File: src/rtl/m_mult_pkg.sv
// Shared definitions for the sequential multiply unit.
//   mult_state_e : FSM state encoding (IDLE / CALC / DONE)
//   cnt_width()  : step-counter width for an N-bit operand
package m_mult_pkg;

    typedef enum logic [1:0] {
        IDLE = 2'b00,
        CALC = 2'b01,
        DONE = 2'b10
    } mult_state_e;

    function automatic int unsigned cnt_width(input int unsigned n);
        return $clog2(n);
    endfunction

endpackage

File: src/rtl/m_cond_neg.sv
// Conditional two's-complement negation.
// Ports:
//   neg_i : 1 = negate, 0 = pass through
//   in_i  : W-bit input value
//   out_o : neg_i ? -in_i : in_i (modulo 2^W)
module m_cond_neg #(
    parameter int unsigned W = 32
) (
    input  logic         neg_i,
    input  logic [W-1:0] in_i,
    output logic [W-1:0] out_o
);

    always_comb begin
        out_o = neg_i ? (~in_i + W'(1)) : in_i;
    end

endmodule

File: src/rtl/m_seq_mult.sv
// Iterative N x N shift-add multiplier (MULT / MULTU) with valid/ready
// handshakes on both sides and a synchronous flush.
// Ports:
//   clk, rst             : clock, asynchronous active-high reset
//   in_valid / in_ready  : operand handshake (in_ready only in IDLE)
//   a, b, is_signed      : operands and mode, sampled on the accept edge
//   flush                : cancels in-flight work or a held result
//   out_valid / out_ready: result handshake (out_valid only in DONE)
//   hi, lo               : upper / lower halves of the 2N-bit product
module m_seq_mult
    import m_mult_pkg::*;
#(
    parameter int unsigned N = 32
) (
    input  logic         clk,
    input  logic         rst,
    input  logic         in_valid,
    output logic         in_ready,
    input  logic [N-1:0] a,
    input  logic [N-1:0] b,
    input  logic         is_signed,
    input  logic         flush,
    output logic         out_valid,
    input  logic         out_ready,
    output logic [N-1:0] hi,
    output logic [N-1:0] lo
);

    localparam int unsigned      CNT_W    = cnt_width(N);
    localparam logic [CNT_W-1:0] LAST_CNT = CNT_W'(N - 1);

    mult_state_e      state_q;
    logic             in_ready_q;
    logic             out_valid_q;
    logic [N-1:0]     ma_q;
    logic [N-1:0]     acc_hi_q;
    // Multiplier and low accumulator share one register: each step consumes
    // bit 0 of the multiplier and the retired product bit enters at the top.
    logic [N-1:0]     mlo_q;
    logic             neg_q;
    logic [CNT_W-1:0] cnt_q;
    logic [N-1:0]     hi_q;
    logic [N-1:0]     lo_q;

    logic             a_neg_d;
    logic             b_neg_d;
    logic [N-1:0]     a_mag_d;
    logic [N-1:0]     b_mag_d;
    logic [N:0]       sum_d;
    logic [2*N-1:0]   raw_prod_d;
    logic [2*N-1:0]   prod_d;

    always_comb begin
        a_neg_d = is_signed & a[N-1];
        b_neg_d = is_signed & b[N-1];
    end

    // |-2^(N-1)| = 2^(N-1) still fits as an unsigned N-bit magnitude.
    m_cond_neg #(.W(N)) u_mag_a (
        .neg_i (a_neg_d),
        .in_i  (a),
        .out_o (a_mag_d)
    );

    m_cond_neg #(.W(N)) u_mag_b (
        .neg_i (b_neg_d),
        .in_i  (b),
        .out_o (b_mag_d)
    );

    // N+1-bit partial sum keeps the carry; the whole product as it would look
    // after this step's right shift is formed here so the final step can
    // register it directly.
    always_comb begin
        sum_d      = {1'b0, acc_hi_q} + (mlo_q[0] ? {1'b0, ma_q} : '0);
        raw_prod_d = {sum_d, mlo_q[N-1:1]};
    end

    m_cond_neg #(.W(2*N)) u_sign_fix (
        .neg_i (neg_q),
        .in_i  (raw_prod_d),
        .out_o (prod_d)
    );

    always_ff @(posedge clk or posedge rst) begin
        if (rst) begin
            state_q     <= IDLE;
            in_ready_q  <= 1'b1;
            out_valid_q <= 1'b0;
            ma_q        <= '0;
            acc_hi_q    <= '0;
            mlo_q       <= '0;
            neg_q       <= 1'b0;
            cnt_q       <= '0;
            hi_q        <= '0;
            lo_q        <= '0;
        end else if (flush) begin
            state_q     <= IDLE;
            in_ready_q  <= 1'b1;
            out_valid_q <= 1'b0;
        end else begin
            case (state_q)
                IDLE: begin
                    if (in_valid) begin
                        ma_q       <= a_mag_d;
                        mlo_q      <= b_mag_d;
                        neg_q      <= a_neg_d ^ b_neg_d;
                        acc_hi_q   <= '0;
                        cnt_q      <= '0;
                        state_q    <= CALC;
                        in_ready_q <= 1'b0;
                    end
                end
                CALC: begin
                    acc_hi_q <= sum_d[N:1];
                    mlo_q    <= raw_prod_d[N-1:0];
                    cnt_q    <= cnt_q + 1'b1;
                    if (cnt_q == LAST_CNT) begin
                        hi_q        <= prod_d[2*N-1:N];
                        lo_q        <= prod_d[N-1:0];
                        state_q     <= DONE;
                        out_valid_q <= 1'b1;
                    end
                end
                DONE: begin
                    if (out_ready) begin
                        state_q     <= IDLE;
                        out_valid_q <= 1'b0;
                        in_ready_q  <= 1'b1;
                    end
                end
                default: begin
                    state_q     <= IDLE;
                    in_ready_q  <= 1'b1;
                    out_valid_q <= 1'b0;
                end
            endcase
        end
    end

    always_comb begin
        in_ready  = in_ready_q;
        out_valid = out_valid_q;
        hi        = hi_q;
        lo        = lo_q;
    end

endmodule
File: config.mk
export PLATFORM = sky130hd
export DESIGN_NAME = m_seq_mult
export DESIGN_NICKNAME = d
export VERILOG_FILES = /design/src/rtl/m_mult_pkg.sv /design/src/rtl/m_cond_neg.sv /design/src/rtl/m_seq_mult.sv
export SDC_FILE = /design/constraint.sdc
export NUM_CORES = 1
export LEC_CHECK = 0
export ABC_AREA = 1
export BUFFER_PORTS_ARGS = -buffer_cell sky130_fd_sc_hd__buf_2
export CORE_MARGIN = 2
export CORE_UTILIZATION = 50
export DETAILED_ROUTE_END_ITERATION = 8
export PLACE_DENSITY = 0.74
export SYNTH_ARGS = -nofsm -noshare
export SYNTH_HDL_FRONTEND = slang
export SYNTH_SLANG_ARGS = --single-unit
File: constraint.sdc
create_clock -name clk -period 8.4 [get_ports clk]
set_clock_uncertainty 0.05 [all_clocks]
set_input_delay 1.68 -clock clk [delete_from_list [all_inputs] [get_ports clk]]
set_output_delay 1.68 -clock clk [all_outputs]
set_load 0.1 [all_outputs]
# Word level (Yosys, flattened, before mapping)
# Index checks and enable logic that the tools add are counted.
# W data, S select, Z words.
[word_totals] latch_bits=0 mem_bits_rw=0 memories=0 output_inout_bits=66 romBits=0 register_bits=170
[op_classes] order_cmp=0 n_addsub=5 mux=23 shift=0 mul=0 div_mod_pow=0 bitwise_logic=7 n_reduce_logical=8 n_eq_ne=9
[ops] cell="$mux W32" count=5
[ops] cell="$pmux W32 S2" count=2
[ops] cell="$add A32 B1 Y32 const B" count=2
[ops] cell="$add A64 B1 Y64 const B" count=1
[ops] cell="$mux W64" count=1
[ops] cell="$not A32 Y32" count=2
[ops] cell="$not A64 Y64" count=1
[ops] cell="$add A32 B32 Y33" count=1
[ops] cell="$reduce_and A3 Y1" count=6
[ops] cell="$pmux W5 S2" count=1
[ops] cell="$ne A3 B3 Y1 const B" count=3
[ops] cell="$mux W2" count=4
[ops] cell="$mux W1" count=6
[ops] cell="$ne A2 B2 Y1 const B" count=3
[ops] cell="$pmux W1 S3" count=2
[ops] cell="$pmux W2 S3" count=1
[ops] cell="$add A5 B1 Y5 const B" count=1
[ops] cell="$eq A5 B5 Y1 const B" count=1
[ops] cell="$mux W5" count=1
[ops] cell="$and A1 B1 Y1" count=2
[ops] cell="$eq A2 B1 Y1 const B" count=1
[ops] cell="$eq A2 B2 Y1 const B" count=1
[ops] cell="$logic_not A2 Y1" count=1
[ops] cell="$reduce_bool A2 Y1" count=1
[ops] cell="other kinds (2)" count=2

# Depth between registers and ports, before layout
# Gate-level depths: netlist of the first run.
[depth] ltp_word=5 ltp_mapped=25

# Modules after synthesis
# A second synthesis of the first run with hierarchy kept.
[hier_totals] cells_unflattened=2170 area_unflattened_um2=14325.0
[by_module_without_submodules] mod="m_seq_mult" area_each_um2=9641.7 seq_area_each_um2=4255.3 instances=1 cells_per_inst=1218
[by_module_without_submodules] mod="m_cond_neg at u_sign_fix" area_each_um2=2466.1 seq_area_each_um2=0.0 instances=1 cells_per_inst=498
[by_module_without_submodules] mod="m_cond_neg at u_mag_a ..." area_each_um2=1108.6 seq_area_each_um2=0.0 instances=2 cells_per_inst=227

# Least setup slack after synthesis of the first run
# No wires, ideal clock.
[synth_path] kind="input to register" from="input port a[0]" to="register ma_q[30]" n_path_buf=0 t_arrival_ns=3.273 setup_slack_ns=4.943 stages=12 required_ns=8.216 cell_sequence="inv_1 ha_1 nor3b_1 nand2_1 nor2_1 nand3_1 inv_1 nand2_1 nor4_1 a21oi_1 xnor2_1 o21ai_0"
[synth_via] elab_chain_cells=3
[synth_rtl] item="start: declaration" line_no="m_seq_mult.sv:19" text="input logic [N-1:0] a,"
[synth_rtl] item="$not A32 Y32" line_no="m_cond_neg.sv:15" text="out_o = neg_i ? (~in_i + W'(1)) : in_i;"
[synth_rtl] item="$add A32 B1 Y32" line_no="m_cond_neg.sv:15"
[synth_rtl] item="$mux W32" line_no="m_cond_neg.sv:15"
[synth_rtl] item="end signal: assignment" line_no="m_seq_mult.sv:105" text="ma_q <= a_mag_d;"
[synth_rtl] item="end: declaration" line_no="m_seq_mult.sv:35" text="logic [N-1:0] ma_q;"
# Every way passes these cells.
# A chain may end at the register's enable or synchronous reset.

# Worst setup path after layout of the first run
[layout_path] from="input port flush" to="register mlo_q[3]"
[layout_via] elab_chain_cells=2
[layout_rtl] item="start: declaration" line_no="m_seq_mult.sv:22" text="input logic flush,"
[layout_rtl] item="$not A1 Y1 (no source line)"
[layout_rtl] item="$reduce_and A3 Y1 (no source line)"
[layout_rtl] item="end signal: assignment" line_no="m_seq_mult.sv:106" text="mlo_q <= b_mag_d;"
[layout_rtl] item="end signal: assignment" line_no="m_seq_mult.sv:116" text="mlo_q <= raw_prod_d[N-1:0];"
[layout_rtl] item="end: declaration" line_no="m_seq_mult.sv:39" text="logic [N-1:0] mlo_q;"
# Every way passes these cells.

==> impl_metrics.json, run 1 <==
{
  "fin_crit_ns": 4.421,
  "synth_ff_type": "dfrtp_1",
  "slew_headroom_pct": 23.94,
  "clk_latency_ns": 0.44,
  "path_max_fanout": 64,
  "avgViaCountPerCell": 5.415,
  "start_util_pct": 50.87,
  "status": "finished clean",
  "yosys.area.top_type": "dfrtp_1",
  "hold_viol_final": 0,
  "antenna_found_initial": 0,
  "grt_overflow_total": 0,
  "crit_start": "flush",
  "fmax_ghz": 0.2262,
  "synthCells": 1977,
  "synthToLayoutAreaGrowth_pct": 11.61,
  "post_cts_buffers": 0,
  "routed_wl_um": 38060,
  "gr-usage-all-layers_pct": 29.13,
  "die_h_um": 164.1,
  "synth_area_per_cell_um2": 6.480,
  "diodes": 0,
  "fin_setup_tns_ns": 0,
  "ctsHoldBuffers": 0,
  "grt_pass1_vias": 11846,
  "arrival_ns": 4.63,
  "hold_class": "reg -> reg",
  "synth-seq-cells": 170,
  "worst_setup_path_end_kind": "register",
  "coreArea_um2": 25180,
  "grt_pass1_wl_um": 61730,
  "clock_sinks": 170,
  "cts_root_buffer": "clkbuf_16",
  "syn_nets": 2085,
  "firstDrtPassIters": 7,
  "grt_max_degree": 97,
  "gp_congestion": 0.9942,
  "ys_top_cells_by_area": "dfrtp_1 (33%), nand2_1 (19%), inv_1 (7.6%), o21ai_0 (7.3%), nor2_1 (5.1%)",
  "ctsHtreeMaxLevel": 4,
  "p_per_area_nw_per_um2": 270.2,
  "dp.cells": 2390,
  "synth_edf_count": 0,
  "timing.final.crit_share_pct": 52.63,
  "synth-seq-area-share_pct": 33.22,
  "clk_pin_slew_worst_paths_ns": 0.07,
  "crit_type": "in -> reg",
  "p_leak_uw": 0.007718,
  "drive_above_1_share_pct": 11.19,
  "n_fill_cell": 2502,
  "rr_startpoint": "state_q[1]",
  "r2r_end": "lo[6]",
  "rows": 58,
  "layout.nets": 2187,
  "reg2reg_depth": 9,
  "maxCapViolCount": 0,
  "rrSetupSlack_ns": 4.34,
  "required_ns": 8.61,
  "cp-start-kind": "input port",
  "yosys_warnings": 0,
  "synth_area_um2": 12810,
  "vdd_ir_drop_max_v": 0.0001264,
  "dieArea_um2": 26920,
  "drc_errors": 0,
  "cts_resized": 0,
  "routedWlPerCell_um": 15.72,
  "async_flop_share_pct": 100.0,
  "stdcell_count": 2421,
  "drv_slew": 0,
  "vias": 13109,
  "ant_nets": 0,
  "numCtsBuffers": 17,
  "ioPinCount": 136,
  "crit_path_end": "mlo_q[3]",
  "cts.path.max_buffers": 2,
  "cts_tree": "done",
  "port_buffers": 135,
  "drtIter0Drc": 1410,
  "synth_top_cell_area_share_pct": 33.01,
  "hpwlAfterDp_um": 29370,
  "rsz0062_at_grt": "false",
  "die_w_um": 164.1,
  "synth_cell_types": 49,
  "setup_viol": 0,
  "worst_pin_slew_ns": 1.140
}
area by class of cell:
type	count	area [um^2]	area share, %
inverters	268	1011	7.070
repair buffers	140	713.2	4.988
clock buffers	20	446.7	3.124
flip-flops and latches	170	4255	29.76
multi-input cells	1482	7325	51.23
well taps	330	412.9	2.888
clock inverters	11	135.1	0.9451
cells by family (layout without fill, tap and decap cells):
group                    Yosys count  after routing  synth area share [%]
AND/OR/NAND/NOR                 1064           1064                 35.19
buffers and inverters            325            439                 9.669
AO/OA/AOI/OAI                    301            301                 12.75
flip-flops                       170            170                 33.22
XOR/XNOR                          78             78                 5.333
adder cells (fa/ha/maj)           38             38                 3.770
multiplexers                       1              1               0.07814
worst max-delay path: stages:
cell      delay (ns)
buf_2           0.13
inv_1           0.06
nand2_1         0.10
inv_1           0.05
nand2_1         0.05
buf_4           0.44
inv_1           0.28
nor2_4          0.12
buf_4           0.54
inv_1           0.70
o211ai_1        0.30
o21ai_0         0.15
where the power goes:
part / internal, uW / switching, uW
Combinational: 564 / 1360
Clock: 450 / 358
Sequential: 971 / 158
Total: 1990 / 1880
cells in the final DEF (no fill, tap or decap), types with 3 or more instances in the layout:
master,count
nand2_2,15
a21oi_1,61
nand3_1,108
xor2_1,64
and3_1,3
ha_1,37
o31ai_1,12
xnor2_1,14
or2_2,5
nor2_4,6
nand4_1,22
buf_2,135
inv_6,4
o21ai_1,7
nand2_1,663
nand3_2,8
inv_2,6
nor2_2,14
nor3_1,22
inv_1,259
clkbuf_16,17
nor3_2,5
a31oi_1,7
nand3b_1,5
o211ai_1,17
buf_4,5
nor2_1,174
o21ai_0,186
dfrtp_1,169
nor4_1,6
how the worst min path moves through the flow:
stage	startpoint	to	depth (start not counted)	slack (ns)
finish	hi[8]	hi[8]	2	0.43
global route	hi[17]	hi[17]	2	0.46
CTS	lo[10]	lo[10]	2	0.44
detailed placement	ma_q[29]	ma_q[29]	2	0.42
global placement	hi[10]	hi[10]	2	0.41
floorplan	acc_hi_q[0]	acc_hi_q[0]	2	0.40
metrics by stage:
| stage | hold slack [ns] | setup slack [ns] | utilization (%) | power [uW] | cell area (um^2) |
|---|---|---|---|---|---|
| 3_5_place_dp | 0.4176 | 3.623 | 54.47 | 3000 | 13720 |
| 6_report | 0.4308 | 3.979 | 56.78 | 3863 | 14300 |
| 3_3_place_gp | 0.4096 | 3.705 | 54.47 | 2961 | 13720 |
| 5_1_grt | 0.4576 | 3.663 | 56.78 | 4133 | 14300 |
| 4_1_cts | 0.4351 | 4.060 | 56.78 | 3813 | 14300 |
| 2_1_floorplan | 0.3983 | 2.068 | - | 2488 | 12810 |
cell usage after synthesis, types with 2 or more instances:
master    instances
a22o_1            2
xnor2_1          14
clkinv_1          2
o21ai_1           7
nand2_1         663
inv_1           261
o21ai_0         186
o21a_1            2
inv_2             5
o41ai_1           2
xor2_1           64
nand2_2          15
buf_2             6
nand3_2           8
nor4_1            6
ha_1             37
or2_1             2
nor2_1          175
o211ai_1         17
nor2_4            5
nand3_1         108
clkbuf_1         41
or2_2             5
nor2_2           14
nor3_1           22
nand3b_1          5
dfrtp_1         169
o21bai_1          2
buf_1             8
o31ai_1          12
and3_1            3
a21oi_1          61
nor3_2            5
a31oi_1           7
nand4_1          22
routing by layer:
layer | share of wire, % | global-route usage, %
met5 | 0 | 0
met3 | 8.8 | 5.581
met4 | 1.7 | 6.818
met2 | 42 | 42.83
met1 | 48 | 44.03
sequential cells by signal, summed over array words and instances (netlist names), 2 cells and up:
signal,count
lo,32
cnt_q,5
ma_q,32
acc_hi_q,32
mlo_q,32
state_q,2
hi,32
No activity file was read; power rests on OpenSTA's default activity.
==> inputs of run 2 (changes only) <==
--- a/config.mk
+++ b/config.mk
@@ -10,7 +10,7 @@
 export CORE_MARGIN = 2
 export CORE_UTILIZATION = 50
 export DETAILED_ROUTE_END_ITERATION = 8
-export PLACE_DENSITY = 0.74
+export PLACE_DENSITY = 0.76
 export SYNTH_ARGS = -nofsm -noshare
 export SYNTH_HDL_FRONTEND = slang
 export SYNTH_SLANG_ARGS = --single-unit
==> constraint.sdc (replaced) <==
create_clock -name clk -period 3.75 [get_ports clk]
set_clock_uncertainty 0.05 [all_clocks]
set_input_delay 0.75 -clock clk [delete_from_list [all_inputs] [get_ports clk]]
set_output_delay 0.75 -clock clk [all_outputs]
set_load 0.1 [all_outputs]
==> impl_metrics.json, run 2 (same netlist as run 1, synthesis figures left out) <==
{
  "status": "finished clean",
  "p_per_area_nw_per_um2": 603.7,
  "layout_common_cells": "nand2_1 (663), inv_1 (259), o21ai_0 (186)",
  "switching_share_pct": 50.03,
  "gr-usage-all-layers_pct": 30.33,
  "clockPowerShare_pct": 20.5,
  "drc_errors": 0,
  "setup_viol": 0,
  "p_int_uw": 4354,
  "cp_cell_sequence": "buf_6 -> nand2_1 -> inv_1 -> ha_1 -> nand2_1 -> nor2_2 -> nand2_1 -> inv_1 -> nand2_2 -> nand2_2 -> nand2_1 -> nand2_1 -> nand2_1 -> nor2_1 -> nand3_1 -> nor2_1 -> nand2_1 -> nand2_1 -> nand2_1 -> nand3_1 -> nand2_1",
  "fmax_ghz": 0.2884,
  "worst_pin_slew_ns": 1.081,
  "avgViaCountPerCell": 5.416,
  "maxCapViolCount": 0,
  "cpMaxStageDelayCell": "ha_1",
  "drtIter0Drc": 1304,
  "grt_max_degree": 64,
  "slew_headroom_pct": 27.95,
  "drv_slew": 0,
  "place_area_um2": 13840,
  "numCtsBuffers": 17,
  "design_area_um2": 14430,
  "grt_pass1_vias": 11708,
  "hp-start": "hi[6]",
  "routed_wl_um": 40680,
  "routedWlPerCell_um": 16.71,
  "crit_start": "mlo_q[0]",
  "switchingPower_uw": 4359,
  "cp-start-kind": "register",
  "grt_overflow_total": 0,
  "path_max_fanout": 31,
  "die_w_um": 164.1,
  "fin_setup_tns_ns": 0,
  "cp_num_buf_inv": 3,
  "port_buffers": 135,
  "timing.final.crit_share_pct": 92.45,
  "p_seq_share_pct": 29.0,
  "cts_tree": "done",
  "antenna_found_initial": 0,
  "rows": 58,
  "vias": 13182,
  "drive_above_1_share_pct": 11.88,
  "die_h_um": 164.1,
  "hpwlAfterDp_um": 32290,
  "p_leak_uw": 0.007785,
  "synthToLayoutAreaGrowth_pct": 12.66,
  "clk_latency_ns": 0.44,
  "rr_startpoint": "mlo_q[0]",
  "hold_viol_final": 0,
  "final_common_cell": "nand2_1",
  "crit_type": "reg -> reg",
  "ant_nets": 0,
  "hold_class": "reg -> reg",
  "cp_common_cell": "nand2_1",
  "combPwrFrac_pct": 50.5,
  "cts.path.max_buffers": 2,
  "vdd_ir_drop_max_v": 0.0003707,
  "grt_pass1_wl_um": 63140,
  "crit_path_max_incr_delay_ns": 0.42,
  "clk_pin_slew_worst_paths_ns": 0.07,
  "fin_crit_ns": 3.467,
  "dieArea_um2": 26920,
  "cts_root_buffer": "clkbuf_16",
  "stdcell_count": 2434,
  "clock_sinks": 170,
  "dp.cells": 2402,
  "diodes": 0,
  "critical_path.top_delay_family": "simple AND/OR/NAND/NOR gates",
  "n_fill_cell": 2468,
  "rsz0062_at_grt": "false",
  "gp_congestion": 0.9980,
  "coreArea_um2": 25180,
  "start_util_pct": 50.87,
  "layout.nets": 2199,
  "worst_setup_path_end_kind": "register",
  "ioPinCount": 136,
  "required_ns": 4.03,
  "ctsHtreeMaxLevel": 4,
  "firstDrtPassIters": 6,
  "arrival_ns": 3.75,
  "post_cts_buffers": 0
}
run 2: cell count changes in the layout (fill, tap and decap cells not counted), moves of 3 or more:
cell	before	now
buf_12	0	3
buf_4	5	13
clkinv_8	0	3
inv_8	1	4
run 2: final timing paths:
| path | to | slack, ns | depth (start not counted) |
|---|---|---|---|
| max | hi[30] | 0.28 | 21 |
| min | hi[6] | 0.43 | 2 |
| max reg2reg | hi[30] | 0.28 | 21 |
| min reg2reg | hi[6] | 0.43 | 2 |
| max in group asynchronous | mlo_q[30] | 2.27 | 3 |
| min in group asynchronous | mlo_q[23] | 0.50 | 2 |
run 2: cell type report:
| class | count | area (um^2) | area share, % |
|---|---|---|---|
| flip-flops and latches | 170 | 4255 | 29.48 |
| inverters | 268 | 1010 | 6.996 |
| repair buffers | 152 | 844.6 | 5.852 |
| multi-input cells | 1482 | 7328 | 50.78 |
| clock inverters | 15 | 156.4 | 1.084 |
| clock buffers | 17 | 425.4 | 2.948 |
| well taps | 330 | 412.9 | 2.861 |
run 2: routing by layer:
layer / global-route usage, % / vias to the layer above / wire, um
li1: - / 6509 / -
met1: 46.83 / 6106 / 19600
met2: 43.76 / 526 / 16900
met3: 6.061 / 41 / 3554
met4: 5.941 / 0 / 618
met5: 0 / - / 0
run 2: power groups by stage:
stage | clock network, uW | logic (uW) | registers, uW
3_3_place_gp | 0 | 4260 | 2540
5_1_grt | 1880 | 4850 | 2560
6_report | 1790 | 4400 | 2520
3_5_place_dp | 0 | 4300 | 2540
2_1_floorplan | 0 | 2960 | 2610
4_1_cts | 1800 | 4310 | 2510
run 2: timing repair:
action                                  CTS  global route
resized for setup                         0             2
endpoints found under the setup margin    0             4
hold buffers                              0             0
run 2: metrics by stage:
step	setup WS [ns]	total power, uW	hold slack (ns)	utilization [%]
final	0.2831	8713	0.4303	57.31
after global routing	0.03455	9283	0.4506	57.31
after CTS	0.3279	8619	0.4353	57.28
after detailed placement	0.3280	6838	0.4178	54.97
after global placement	0.3558	6798	0.4109	54.97
after floorplan	0.7578	5573	0.3983	-
run 2: worst reg2reg max path, cell delays in order, from the launching register on:
cell and delay (ns):
dfrtp_1 0.40, buf_6 0.20, nand2_1 0.11, inv_1 0.10, ha_1 0.42, nand2_1 0.15, nor2_2 0.24, nand2_1 0.16
inv_1 0.09, nand2_2 0.09, nand2_2 0.15, nand2_1 0.06, nand2_1 0.13, nand2_1 0.11, nor2_1 0.17, nand3_1 0.22
nor2_1 0.15, nand2_1 0.08, nand2_1 0.07, nand2_1 0.07, nand3_1 0.08, nand2_1 0.05
